`config.mk`:
```
export PLATFORM = sky130hd
export DESIGN_NAME = multicycle_alu
export DESIGN_NICKNAME = d
export VERILOG_FILES = /design/src/rtl/multicycle_alu.sv
export SDC_FILE = /design/constraint.sdc
export NUM_CORES = 1
export LEC_CHECK = 0
export ABC_AREA = 1
export BUFFER_PORTS_ARGS = -buffer_cell sky130_fd_sc_hd__buf_2
export CAP_MARGIN = 15
export CORE_UTILIZATION = 60
export DETAILED_ROUTE_END_ITERATION = 10
export PLACE_DENSITY = 0.76
export REMOVE_ABC_BUFFERS = 1
export SYNTH_ARGS = -nofsm -noshare
export SYNTH_HDL_FRONTEND = slang
export SYNTH_SLANG_ARGS = --single-unit
```
`constraint.sdc`:
```
create_clock -name clk -period 5.1 [get_ports clk]
set_input_delay 0.51 -clock clk [delete_from_list [all_inputs] [get_ports clk]]
set_output_delay 0.51 -clock clk [all_outputs]
set_load 0.02 [all_outputs]
```
`src/rtl/multicycle_alu.sv`:
```
// Multicycle ALU: single-cycle ADD/SUB/logic, iterative shift-add MUL and
// restoring DIV sharing one hi/lo/operand datapath.
module multicycle_alu #(
  parameter int WIDTH = 16
) (
  input  logic             clk,
  input  logic             rst_n,
  input  logic             start,
  input  logic [WIDTH-1:0] A,
  input  logic [WIDTH-1:0] B,
  input  logic [2:0]       Opcode,
  output logic [WIDTH-1:0] Result,
  output logic [WIDTH-1:0] Remainder,
  output logic             ZERO,
  output logic             CARRY,
  output logic             OVF,
  output logic             DIV0,
  output logic             busy,
  output logic             done
);
  localparam int CW = $clog2(WIDTH);
  localparam logic [CW-1:0] LAST = CW'(WIDTH - 1);

  localparam logic [2:0] OP_ADD = 3'b000, OP_SUB = 3'b001, OP_MUL = 3'b010,
                         OP_DIV = 3'b011, OP_OR  = 3'b100, OP_NOR = 3'b101,
                         OP_NAND = 3'b110, OP_AND = 3'b111;

  typedef enum logic {IDLE, ITER} state_t;

  state_t           state_q, state_d;
  logic [CW-1:0]    cnt_q, cnt_d;
  logic [2:0]       op_q, op_d;
  logic [WIDTH-1:0] hi_q, hi_d, lo_q, lo_d, opnd_q, opnd_d;
  logic [WIDTH-1:0] res_q, res_d, rem_q, rem_d;
  logic             zero_q, zero_d, carry_q, carry_d, ovf_q, ovf_d;
  logic             div0_q, div0_d, done_q, done_d;

  // MUL: hi:lo is the product, lo starts as the multiplier and shifts out.
  // DIV: hi is the partial remainder, lo shifts dividend out / quotient in.
  logic [WIDTH:0]   mul_sum, div_sh, div_diff;
  logic [WIDTH-1:0] mul_hi, mul_lo, div_hi, div_lo;

  always_comb begin
    mul_sum  = {1'b0, hi_q} + (lo_q[0] ? {1'b0, opnd_q} : '0);
    mul_hi   = mul_sum[WIDTH:1];
    mul_lo   = {mul_sum[0], lo_q[WIDTH-1:1]};
    div_sh   = {hi_q, lo_q[WIDTH-1]};
    div_diff = div_sh - {1'b0, opnd_q};
    div_hi   = div_diff[WIDTH] ? div_sh[WIDTH-1:0] : div_diff[WIDTH-1:0];
    div_lo   = {lo_q[WIDTH-2:0], ~div_diff[WIDTH]};
  end

  always_comb begin
    state_d = state_q;
    cnt_d   = cnt_q;
    op_d    = op_q;
    hi_d    = hi_q;
    lo_d    = lo_q;
    opnd_d  = opnd_q;
    res_d   = res_q;
    rem_d   = rem_q;
    carry_d = carry_q;
    ovf_d   = ovf_q;
    div0_d  = div0_q;
    done_d  = 1'b0;
    unique case (state_q)
      IDLE: if (start) begin
        op_d  = Opcode;
        cnt_d = '0;
        if (Opcode == OP_MUL || (Opcode == OP_DIV && B != '0)) begin
          state_d = ITER;
          hi_d    = '0;
          lo_d    = (Opcode == OP_MUL) ? B : A;
          opnd_d  = (Opcode == OP_MUL) ? A : B;
        end else begin
          done_d  = 1'b1;
          rem_d   = '0;
          carry_d = 1'b0;
          ovf_d   = 1'b0;
          div0_d  = 1'b0;
          unique case (Opcode)
            OP_ADD:  {carry_d, res_d} = {1'b0, A} + {1'b0, B};
            OP_SUB:  begin res_d = A - B; carry_d = (A < B); end
            OP_DIV:  begin res_d = '1; rem_d = A; div0_d = 1'b1; end
            OP_OR:   res_d = A | B;
            OP_NOR:  res_d = ~(A | B);
            OP_NAND: res_d = ~(A & B);
            OP_AND:  res_d = A & B;
            default: res_d = res_q;
          endcase
        end
      end
      ITER: begin
        cnt_d = cnt_q + 1'b1;
        hi_d  = (op_q == OP_MUL) ? mul_hi : div_hi;
        lo_d  = (op_q == OP_MUL) ? mul_lo : div_lo;
        if (cnt_q == LAST) begin
          state_d = IDLE;
          cnt_d   = '0;
          done_d  = 1'b1;
          carry_d = 1'b0;
          div0_d  = 1'b0;
          if (op_q == OP_MUL) begin
            res_d = mul_lo;
            rem_d = '0;
            ovf_d = |mul_hi;
          end else begin
            res_d = div_lo;
            rem_d = div_hi;
            ovf_d = 1'b0;
          end
        end
      end
      default: state_d = IDLE;
    endcase
    zero_d = (done_d) ? (res_d == '0) : zero_q;
  end

  always_ff @(posedge clk) begin
    if (!rst_n) begin
      state_q <= IDLE;
      cnt_q   <= '0;
      op_q    <= '0;
      hi_q    <= '0;
      lo_q    <= '0;
      opnd_q  <= '0;
      res_q   <= '0;
      rem_q   <= '0;
      zero_q  <= 1'b0;
      carry_q <= 1'b0;
      ovf_q   <= 1'b0;
      div0_q  <= 1'b0;
      done_q  <= 1'b0;
    end else begin
      state_q <= state_d;
      cnt_q   <= cnt_d;
      op_q    <= op_d;
      hi_q    <= hi_d;
      lo_q    <= lo_d;
      opnd_q  <= opnd_d;
      res_q   <= res_d;
      rem_q   <= rem_d;
      zero_q  <= zero_d;
      carry_q <= carry_d;
      ovf_q   <= ovf_d;
      div0_q  <= div0_d;
      done_q  <= done_d;
    end
  end

  assign Result    = res_q;
  assign Remainder = rem_q;
  assign ZERO      = zero_q;
  assign CARRY     = carry_q;
  assign OVF       = ovf_q;
  assign DIV0      = div0_q;
  assign busy      = (state_q == ITER);
  assign done      = done_q;
endmodule
```
# Word level (Yosys, flattened, before mapping)
# Index checks and enable logic that the tools add are counted.
totals:
  ff_bits: 93
  out_inout_bits: 38
  input_bits: 38
  elab_cells: 96
op_classes:
  n_reduce_logical: 10
  n_bitwise: 6
  order_cmp: 1
  n_addsub: 5
  muxes: 48
  n_eq_ne: 13
ops:
  columns: ["cell", "count"]
  rows:
  - ["$mux W16", 18]
  - ["$pmux W16 S2", 4]
  - ["$pmux W16 S7", 1]
  - ["$add A16 B16 Y17", 2]
  - ["$not A16 Y16", 2]
  - ["$sub A17 B16 Y17", 1]
  - ["$and A16 B16 Y16", 1]
  - ["$logic_not A16 Y1", 1]
  - ["$lt A16 B16 Y1", 1]
  - ["$mux W1", 16]
  - ["$or A16 B16 Y16", 1]
  - ["$reduce_bool A16 Y1", 1]
  - ["$reduce_or A16 Y1", 1]
  - ["$sub A16 B16 Y16", 1]
  - ["$eq A3 B3 Y1 const B", 4]
  - ["$pmux W1 S2", 6]
  - ["$eq A3 B2 Y1 const B", 3]
  - ["$mux W4", 2]
  - ["$pmux W4 S2", 1]
  - ["$ne A2 B2 Y1 const B", 3]
  - ["$reduce_and A3 Y1", 2]
  - ["$add A4 B1 Y4 const B", 1]
  - ["$eq A4 B4 Y1 const B", 1]
  - ["$reduce_and A2 Y1", 2]
  - ["other kinds (6)", 7]

# Longest topological paths before layout
# Gate-level depths: netlist of run 1.
depth:
  ltp_word: 7
  ltp_mapped: 21
  depth_no_buf: 20

# Least setup slack after synthesis of run 1
# No wires, ideal clock.
synth_timing:
  path_kind: "flip-flop to flip-flop"
  startpoint: "register lo_q[0]"
  endpoint: "register ovf_q (netlist: OVF)"
  period_less_slack_ns: 2.462
  stages_incl_launch_ff: 16
  setup_ns: 0.132
  required_ns: 4.968
  path_slack_ns: 2.638
  n_path_buf: 2
  t_arrival_ns: 2.329
  path_cell_list: "dfxtp_1 -> clkbuf_1 -> buf_1 -> nand2_1 -> inv_1 -> ha_1 -> a21oi_1 -> a21boi_0 -> nand3_1 -> a21oi_1 -> xor2_1 -> nand2_1 -> nor2_1 -> nand3_1 -> nand2_1 -> a21oi_1"
synth_via:
  elab_chain_len: 6
synth_rtl:
  columns: ["item", "line", "source"]
  rows:
  - ["from (decl)", "33", "logic [WIDTH-1:0] hi_q, hi_d, lo_q, lo_d, opnd_q, opnd_d;"]
  - ["from (signal assigned)", "139", "lo_q <= lo_d;"]
  - ["$mux W16", "44", "mul_sum = {1'b0, hi_q} + (lo_q[0] ? {1'b0, opnd_q} : '0);"]
  - ["$add A16 B16 Y17", "44", null]
  - ["$reduce_or A16 Y1", "106", "ovf_d = |mul_hi;"]
  - ["$mux W1", "103", "if (op_q == OP_MUL) begin"]
  - ["$mux W1", "97", "if (cnt_q == LAST) begin"]
  - ["$pmux W1 S2", "66", "unique case (state_q)"]
  - ["to (signal assigned)", "145", "ovf_q <= ovf_d;"]
  - ["to (decl)", "35", "logic zero_q, zero_d, carry_q, carry_d, ovf_q, ovf_d;"]
# No other way between the ends. The select of a mux whose other input is x is not followed.
# A chain may end at the register's enable or synchronous reset.

# Worst setup path in the final report of run 1
layout_timing:
  startpoint: "register lo_q[15]"
  endpoint: "register hi_q[1]"
layout_via:
  elab_chain_len: 4
layout_rtl:
  columns: ["item", "line", "source"]
  rows:
  - ["$sub A17 B16 Y17", "48", "div_diff = div_sh - {1'b0, opnd_q};"]
  - ["$mux W16", "49", "div_hi = div_diff[WIDTH] ? div_sh[WIDTH-1:0] : div_diff[WIDTH-1:0];"]
  - ["$mux W16", "95", "hi_d = (op_q == OP_MUL) ? mul_hi : div_hi;"]
  - ["$pmux W16 S2", "66", null]
  - ["to (signal assigned)", "138", "hi_q <= hi_d;"]
  - ["to (decl)", "33", null]
# No other way between the ends.

==> results of run 1 <==
## synthesized netlist by cell type, types with 4 or more instances
cell                       instances
sky130_fd_sc_hd__o21ai_0         103
sky130_fd_sc_hd__nand4_1          11
sky130_fd_sc_hd__ha_1             82
sky130_fd_sc_hd__o211ai_1         23
sky130_fd_sc_hd__nor2_1          115
sky130_fd_sc_hd__or2_2             6
sky130_fd_sc_hd__nand3b_1          4
sky130_fd_sc_hd__o21ai_1           4
sky130_fd_sc_hd__a31oi_1          31
sky130_fd_sc_hd__o22ai_1          14
sky130_fd_sc_hd__o21a_1            5
sky130_fd_sc_hd__xor2_1           15
sky130_fd_sc_hd__xnor2_1          11
sky130_fd_sc_hd__nor3_1           11
sky130_fd_sc_hd__nand3_1         123
sky130_fd_sc_hd__inv_2             9
sky130_fd_sc_hd__fa_1              4
sky130_fd_sc_hd__a211oi_1          8
sky130_fd_sc_hd__buf_2            25
sky130_fd_sc_hd__nand2_1         401
sky130_fd_sc_hd__inv_1           212
sky130_fd_sc_hd__a22oi_1           8
sky130_fd_sc_hd__o21bai_1          6
sky130_fd_sc_hd__dfxtp_1          93
sky130_fd_sc_hd__clkbuf_1         27
sky130_fd_sc_hd__a21oi_1         139
## final timing paths
check                 from    endpoint  slack (ns)  cells after the start
setup reg to reg  lo_q[15]     hi_q[1]        1.81                     15
setup / recovery  lo_q[15]     hi_q[1]        1.81                     15
hold reg to reg       DIV0        DIV0        0.46                      2
hold / removal       B[10]  opnd_q[10]        0.46                      3
## layout make-up
type	instances	area share, %
inverter	221	8.530
tap	184	2.367
timing repair buffer	84	4.593
clock buffer	9	2.316
clock inverter	7	0.6690
sequential	93	19.14
multi-input combinational	1135	62.38
## power by group
group	switching (mW)	leakage (nW)	internal (mW)
clock network	0.329	0.146	0.344
logic	0.682	3.93	0.321
registers	0.0442	0.758	0.774
## cell usage in the layout (no fill, tap or decap), types with 2 or more instances in the layout
cell type	synthesis	final
sky130_fd_sc_hd__clkinv_4	0	2
sky130_fd_sc_hd__o21a_1	5	5
sky130_fd_sc_hd__inv_1	212	212
sky130_fd_sc_hd__ha_1	82	82
sky130_fd_sc_hd__xor2_1	15	15
sky130_fd_sc_hd__buf_4	2	8
sky130_fd_sc_hd__fa_1	4	4
sky130_fd_sc_hd__o211ai_1	23	23
sky130_fd_sc_hd__buf_2	25	75
sky130_fd_sc_hd__o22ai_1	14	14
sky130_fd_sc_hd__or2_2	6	6
sky130_fd_sc_hd__clkbuf_16	0	9
sky130_fd_sc_hd__o21bai_1	6	6
sky130_fd_sc_hd__o221ai_1	2	2
sky130_fd_sc_hd__a21oi_1	139	139
sky130_fd_sc_hd__inv_8	0	3
sky130_fd_sc_hd__nor3_1	11	11
sky130_fd_sc_hd__a31oi_1	31	31
sky130_fd_sc_hd__nand4_1	11	11
sky130_fd_sc_hd__dfxtp_1	93	93
sky130_fd_sc_hd__o21ai_1	4	3
sky130_fd_sc_hd__inv_2	9	9
sky130_fd_sc_hd__nand2_1	401	401
sky130_fd_sc_hd__nor2_1	115	114
sky130_fd_sc_hd__nand3_1	123	123
sky130_fd_sc_hd__a22oi_1	8	8
sky130_fd_sc_hd__nand3b_1	4	4
sky130_fd_sc_hd__a211oi_1	8	8
sky130_fd_sc_hd__o21ai_0	103	103
sky130_fd_sc_hd__xnor2_1	11	11
## worst max-delay path, stage by stage (launching register included)
cell,delay [ns]
sky130_fd_sc_hd__dfxtp_1,0.33
sky130_fd_sc_hd__inv_1,0.10
sky130_fd_sc_hd__ha_1,0.15
sky130_fd_sc_hd__inv_1,0.06
sky130_fd_sc_hd__fa_1,0.41
sky130_fd_sc_hd__nand3_1,0.09
sky130_fd_sc_hd__nand3_1,0.13
sky130_fd_sc_hd__nand2_1,0.10
sky130_fd_sc_hd__nand2_1,0.12
sky130_fd_sc_hd__nand2_1,0.11
sky130_fd_sc_hd__nand3_1,0.09
sky130_fd_sc_hd__nand2_1,0.71
sky130_fd_sc_hd__inv_1,0.23
sky130_fd_sc_hd__o21ai_0,0.23
sky130_fd_sc_hd__o21bai_1,0.20
sky130_fd_sc_hd__a31oi_1,0.12
## routing by layer
metal  vias up  wire, um
li1       5011         -
met3        81      2498
met4         0      1439
met1      4702     12750
met5         -         0
met2       537     14160
## kinds of logic (layout without fill, tap and decap cells)
kind of cell / after synthesis / in the layout / share of synthesized area (%)
buffers and inverters: 277 / 321 / 12.06
adder cells (fa/ha/maj): 86 / 86 / 12.28
AO/OA/AOI/OAI: 346 / 346 / 21.43
flip-flops: 93 / 93 / 20.68
AND/OR/NAND/NOR: 676 / 676 / 30.91
XOR/XNOR: 26 / 26 / 2.529
multiplexers: 1 / 1 / 0.1112
## stage by stage
stage | power (mW) | area (um^2) | setup slack [ns]
2_1_floorplan | 1.514 | 8747 | 1.702
3_3_place_gp | 1.801 | 9424 | 1.853
3_5_place_dp | 1.811 | 9424 | 1.788
4_1_cts | 2.476 | 9714 | 1.760
5_1_grt | 2.640 | 9726 | 1.517
6_report | 2.495 | 9726 | 1.807
## registers in the layout, summed over array words and instances (netlist names)
name	cells
Remainder	16
done	1
Result	16
opnd_q	16
busy	1
OVF	1
ZERO	1
op_q	3
CARRY	1
hi_q	16
DIV0	1
cnt_q	4
lo_q	16
==> impl_summary.txt, run 1 <==
----------------------------------------------------
[Timing]
  Number of hold violations in the final report ... 0
  Smallest hold slack ... 0.4595 ns
  Total negative setup slack ... 0 ns
  Transition time at the pin with the least slew margin ... 1.000 ns
  Setup repair after global routing missed its margin ... no
  Final Critical Period ... 3.293 ns
  Final Max Tran Viols ... 0
  Worst-case headroom to the max-slew limit ... 33.25%
  Final count of negative-setup-slack endpoints ... 0
  Maximum clock rate ... 0.3036 GHz
  Clk_skew ... 0.01008 ns
  Crit share post-route ... 64.58%

[Clock network]
  Worst-Skew Late Latency ... 0.36 ns
  Number of hold buffers added after CTS ... 0
  Max clock buf depth ... 2
  Post-CTS Setup Repair Bufs ... 0
  H-tree lvl count ... 3
  Clock tree from TritonCTS ... yes
  TritonCTS sink count ... 93
  Clock transition at the registers of the reported paths ... 0.08 ns
  Post_cts resized ... 0
  Number of buffers added by the clock tree synthesis step ... 9
  Cell chosen for the clock root ... sky130_fd_sc_hd__clkbuf_16

[Detailed routing]
  1st-pass router iterations ... 6
  Final routed wirelength across all metal layers ... 30850 um
  Total DRC errors in the routed layout ... 0
  WL/cell ... 17.80 um
  Vias per std cell ... 5.961
  Post-detailed-route count of antenna-violating nets ... 0
  DRT iter0 DRCs ... 1089
  Vias after detailed routing ... 10331

[Finish]
  Antenna fix cells ... 0
  NumNets Final ... 1668
  Fill cell total of the finished layout ... 1394
  Share of cells above drive strength 1 ... 7.747%
  Area of combinational cells with multiple inputs ... 6067 um^2
  Layout area overhead ... 8.018%
  Sequential cell area ... 1862 um^2
  Core utilization of the finished layout ... 66.66%
  Non-filler cells in the finished layout ... 1733

[Floorplan]
  Die Outline Area ... 15500 um^2
  Y dimension of the die ... 124.5 um
  Die boundary width ... 124.5 um
  Site Rows ... 44
  Core outline area ... 14590 um^2
  Effective utilization at floorplan ... 61.72%
  I/O pins ... 76

[Global route]
  Busiest metal layer after global routing ... met2
  Antenna violations before repair ... 0
  Pin count of the biggest net entering global routing ... 48
  Wire length of the first global-routing pass ... 49190 um
  Total congestion overflow ... 0
  GR met2 Demand/Resource ... 64.87%
  Global-route met3 utilization ... 4.381%
  Tot GR Track Use ... 39.74%
  Vias in the first global route ... 9428
  Met1 routing resource usage after global routing ... 52.02%

[Yosys]
  Portion of the post-synthesis area used by sequential elements ... 20.68%
  Cell type with the largest total area after synthesis ... sky130_fd_sc_hd__dfxtp_1
  Flip-flop and latch count after synthesis ... 93
  Syn Area/Cell ... 5.982 um^2
  Top cells by area in the synthesized netlist ... sky130_fd_sc_hd__dfxtp_1, sky130_fd_sc_hd__nand2_1, sky130_fd_sc_hd__ha_1
  EDFF count, synth ... 0
  Count of cell types in the netlist ... 39
  YS warnings ... 0
  Mapped cell area ... 9004 um^2
  Synth async-reset ratio ... 0%
  Cells after Synth ... 1505
  Top-area cell type share of the netlist area ... 20.68%
  Flip-flop cell with the highest count after synthesis ... sky130_fd_sc_hd__dfxtp_1

[Worst setup path]
  Capturing element type of the critical path ... flip-flop
  Data arrival time of the critical path ... 3.52 ns
  Data required time of the critical path ... 5.33 ns
  Startpoint Class ... flip-flop
  Maximum fanout count along the critical path ... 31
  Category of the most critical setup path ... reg2reg

[Placed design]
  Final weighted congestion in routability-driven placement ... 0.9776
  Total half-perimeter wirelength after legalization and detailed placement ... 24060 um
  Count of input and output buffers ... 75
  Number of instances in the placed design ... 1716

[Pwr]
  Cell area power density ... 256.5 nW/um^2
  Static leakage power ... 4.836 nW
  Max rail drop VDD ... 0.1949 mV

[Run status]
  Outcome ... complete, no violations

[Job]
  Number of maximum-capacitance violations ... 0

[Hold path]
  Class of the worst hold path ... in2reg

----------------------------------------------------
Note: power is estimated with default switching activity, not from simulation.
==> run 2: changes to the inputs <==
- CORE_UTILIZATION: 60 -> 56
- PLACE_DENSITY: 0.76 -> 0.74
- clock period: 5.1 -> 2.6 ns (I/O delays scaled with it)
==> run 2 against run 1 <==
First-iteration DRC count increased by 27%. Cell count is 6.3% higher. Core utilization up 1.5 points.
==> impl_summary.txt, run 2 (synthesis gave the netlist of run 1 again) <==
----------------------------------------------------
[Hold path]
  Class of the worst hold path ... in2reg

[Finish]
  Sequential cell area ... 1866 um^2
  NumNets Final ... 1751
  Fill cell total of the finished layout ... 1512
  Total non-filler cell area in the finished layout ... 10520 um^2
  Share of cells above drive strength 1 ... 13.60%
  Antenna fix cells ... 0
  Layout area overhead ... 16.80%
  Area of combinational cells with multiple inputs ... 6122 um^2
  Most common library cell in the layout ignoring fill and taps ... sky130_fd_sc_hd__nand2_1
  Most frequent cells in the layout ... sky130_fd_sc_hd__nand2_1, sky130_fd_sc_hd__inv_1, sky130_fd_sc_hd__a21oi_1, sky130_fd_sc_hd__nand3_1, sky130_fd_sc_hd__nor2_1

[Timing]
  Smallest hold slack ... 0.1978 ns
  Final Max Tran Viols ... 0
  Transition time at the pin with the least slew margin ... 0.5997 ns
  Crit share post-route ... 96.25%
  Clk_skew ... 0.01445 ns
  Worst-case headroom to the max-slew limit ... 59.98%
  Setup repair after global routing missed its margin ... yes
  Final critical-path setup slack ... 0.09753 ns
  Maximum clock rate ... 0.3996 GHz
  Number of hold violations in the final report ... 0
  Final count of negative-setup-slack endpoints ... 0
  Final Critical Period ... 2.502 ns

[Clock network]
  TritonCTS sink count ... 93
  H-tree lvl count ... 3
  Clock transition at the registers of the reported paths ... 0.07 ns
  Max clock buf depth ... 2
  Cell chosen for the clock root ... sky130_fd_sc_hd__clkbuf_16
  Worst-Skew Late Latency ... 0.36 ns
  Clock tree from TritonCTS ... yes
  Number of hold buffers added after CTS ... 0
  Number of buffers added by the clock tree synthesis step ... 9

[Worst setup path]
  Maximum fanout count along the critical path ... 4
  Buffers and inverters on the worst path ... 2
  Data arrival time of the critical path ... 2.76 ns
  Capturing element type of the critical path ... flip-flop
  CP dominant cell by count ... sky130_fd_sc_hd__nand3_1
  Critical Path Max Stage Delay ... 0.34 ns
  Standard cell with the maximum stage delay on the critical path ... sky130_fd_sc_hd__dfxtp_2
  CP Cell Sequence ... buf_4 -> nand2_1 -> inv_1 -> ha_1 -> nand3_1 -> nand3_1 -> nand2_1 -> nand3_1 -> o21ai_0 -> o21ai_2 -> xnor2_1 -> nand3_1 -> nor2_1 -> nand3_1 -> nand2_1 -> a21oi_1
  Category of the most critical setup path ... reg2reg
  Cell family contributing the most delay on the critical path ... simple AND/OR/NAND/NOR gates
  Setup slack, reg-to-reg ... 0.1 ns
  Startpoint Class ... flip-flop
  Data required time of the critical path ... 2.86 ns

[Pwr]
  Psw ... 2.211 mW
  Proportion of power drawn by flip-flops and latches ... 30.1%
  Design internal power ... 3.113 mW
  Fraction of power consumed by the clock network ... 25.1%
  Switching Fraction ... 41.53%
  Static leakage power ... 5.258 nW
  Total Power Consumption ... 5.324 mW
  Combinational fraction of design power ... 44.9%
  Cell area power density ... 506.2 nW/um^2
  Max rail drop VDD ... 0.3298 mV

[Detailed routing]
  WL/cell ... 17.75 um
  Final routed wirelength across all metal layers ... 32710 um
  Post-detailed-route count of antenna-violating nets ... 0
  1st-pass router iterations ... 6
  Vias after detailed routing ... 10638
  Total DRC errors in the routed layout ... 0
  DRT iter0 DRCs ... 1383
  Vias per std cell ... 5.772

[Global route]
  Vias in the first global route ... 9603
  Wire length of the first global-routing pass ... 49570 um
  Tot GR Track Use ... 39.37%
  Antenna violations before repair ... 0
  Total congestion overflow ... 0
  Pin count of the biggest net entering global routing ... 50

[Floorplan]
  Y dimension of the die ... 128.8 um
  Site Rows ... 45
  I/O pins ... 76
  Die Outline Area ... 16590 um^2
  Core outline area ... 15430 um^2
  Die boundary width ... 128.8 um
  Effective utilization at floorplan ... 58.36%

[Placed design]
  Total half-perimeter wirelength after legalization and detailed placement ... 25910 um
  Placed instance area ... 10090 um^2
  Final weighted congestion in routability-driven placement ... 0.9907
  Worst-case setup slack after placement ... -0.2443 ns
  Count of input and output buffers ... 75

[Run status]
  Outcome ... complete, no violations

[Job]
  Number of maximum-capacitance violations ... 0

----------------------------------------------------
run 2: cell type report:
class / instances / area share, %
Tap cell: 211 / 2.510
Clock inverter: 6 / 0.5592
Sequential cell: 93 / 17.74
Inverter: 221 / 7.888
Clock buffer: 10 / 2.272
Multi-Input combinational cell: 1135 / 58.22
Timing Repair Buffer: 167 / 10.82
run 2: per-stage QoR:
| stage | util (%) | std cells | setup TNS, ns |
|---|---|---|---|
| final | 68.17 | 1843 | 0 |
| after global routing | 68.17 | 1843 | -0.06992 |
| after CTS | 67.53 | 1838 | 0 |
| after detailed placement | 65.38 | 1820 | -0.3253 |
| after global placement | 65.38 | 1820 | -0.2837 |
| after floorplan | - | 1449 | -17.21 |
run 2: what timing repair did:
item,4_1_cts,5_1_grt
setup buffers,2,4
pin swaps,0,9
endpoints found under the setup margin,2,26
gates cloned,0,1
gates resized for setup,7,17
run 2: worst paths after layout:
| check | startpoint | endpoint | cells after the start |
|---|---|---|---|
| setup reg to reg | lo_q[0] | OVF | 16 |
| hold reg to reg | lo_q[5] | lo_q[5] | 2 |
| setup / recovery | lo_q[0] | OVF | 16 |
| hold / removal | B[10] | opnd_q[10] | 3 |
run 2: power by group through the flow:
stage | Combinational [mW] | Clock, mW | Sequential [mW]
4_1_cts | 2.18 | 1.33 | 1.59
5_1_grt | 2.59 | 1.39 | 1.61
3_3_place_gp | 2.14 | 0 | 1.62
6_report | 2.39 | 1.33 | 1.60
2_1_floorplan | 1.31 | 0 | 1.66
3_5_place_dp | 2.16 | 0 | 1.63
run 2: metal layers:
metal | GRT usage [%] | routed length [um]
met2 | 64.29 | 14510
met3 | 4.574 | 2565
met5 | 0 | 0
met4 | 24.57 | 1987
met1 | 49.55 | 13650
run 2: worst register-to-register path: stages (launching register included):
cell,delay (ns)
sky130_fd_sc_hd__dfxtp_2,0.34
sky130_fd_sc_hd__buf_4,0.15
sky130_fd_sc_hd__nand2_1,0.06
sky130_fd_sc_hd__inv_1,0.05
sky130_fd_sc_hd__ha_1,0.34
sky130_fd_sc_hd__nand3_1,0.10
sky130_fd_sc_hd__nand3_1,0.10
sky130_fd_sc_hd__nand2_1,0.06
sky130_fd_sc_hd__nand3_1,0.06
sky130_fd_sc_hd__o21ai_0,0.16
sky130_fd_sc_hd__o21ai_2,0.26
sky130_fd_sc_hd__xnor2_1,0.17
sky130_fd_sc_hd__nand3_1,0.10
sky130_fd_sc_hd__nor2_1,0.18
sky130_fd_sc_hd__nand3_1,0.14
sky130_fd_sc_hd__nand2_1,0.08
sky130_fd_sc_hd__a21oi_1,0.06
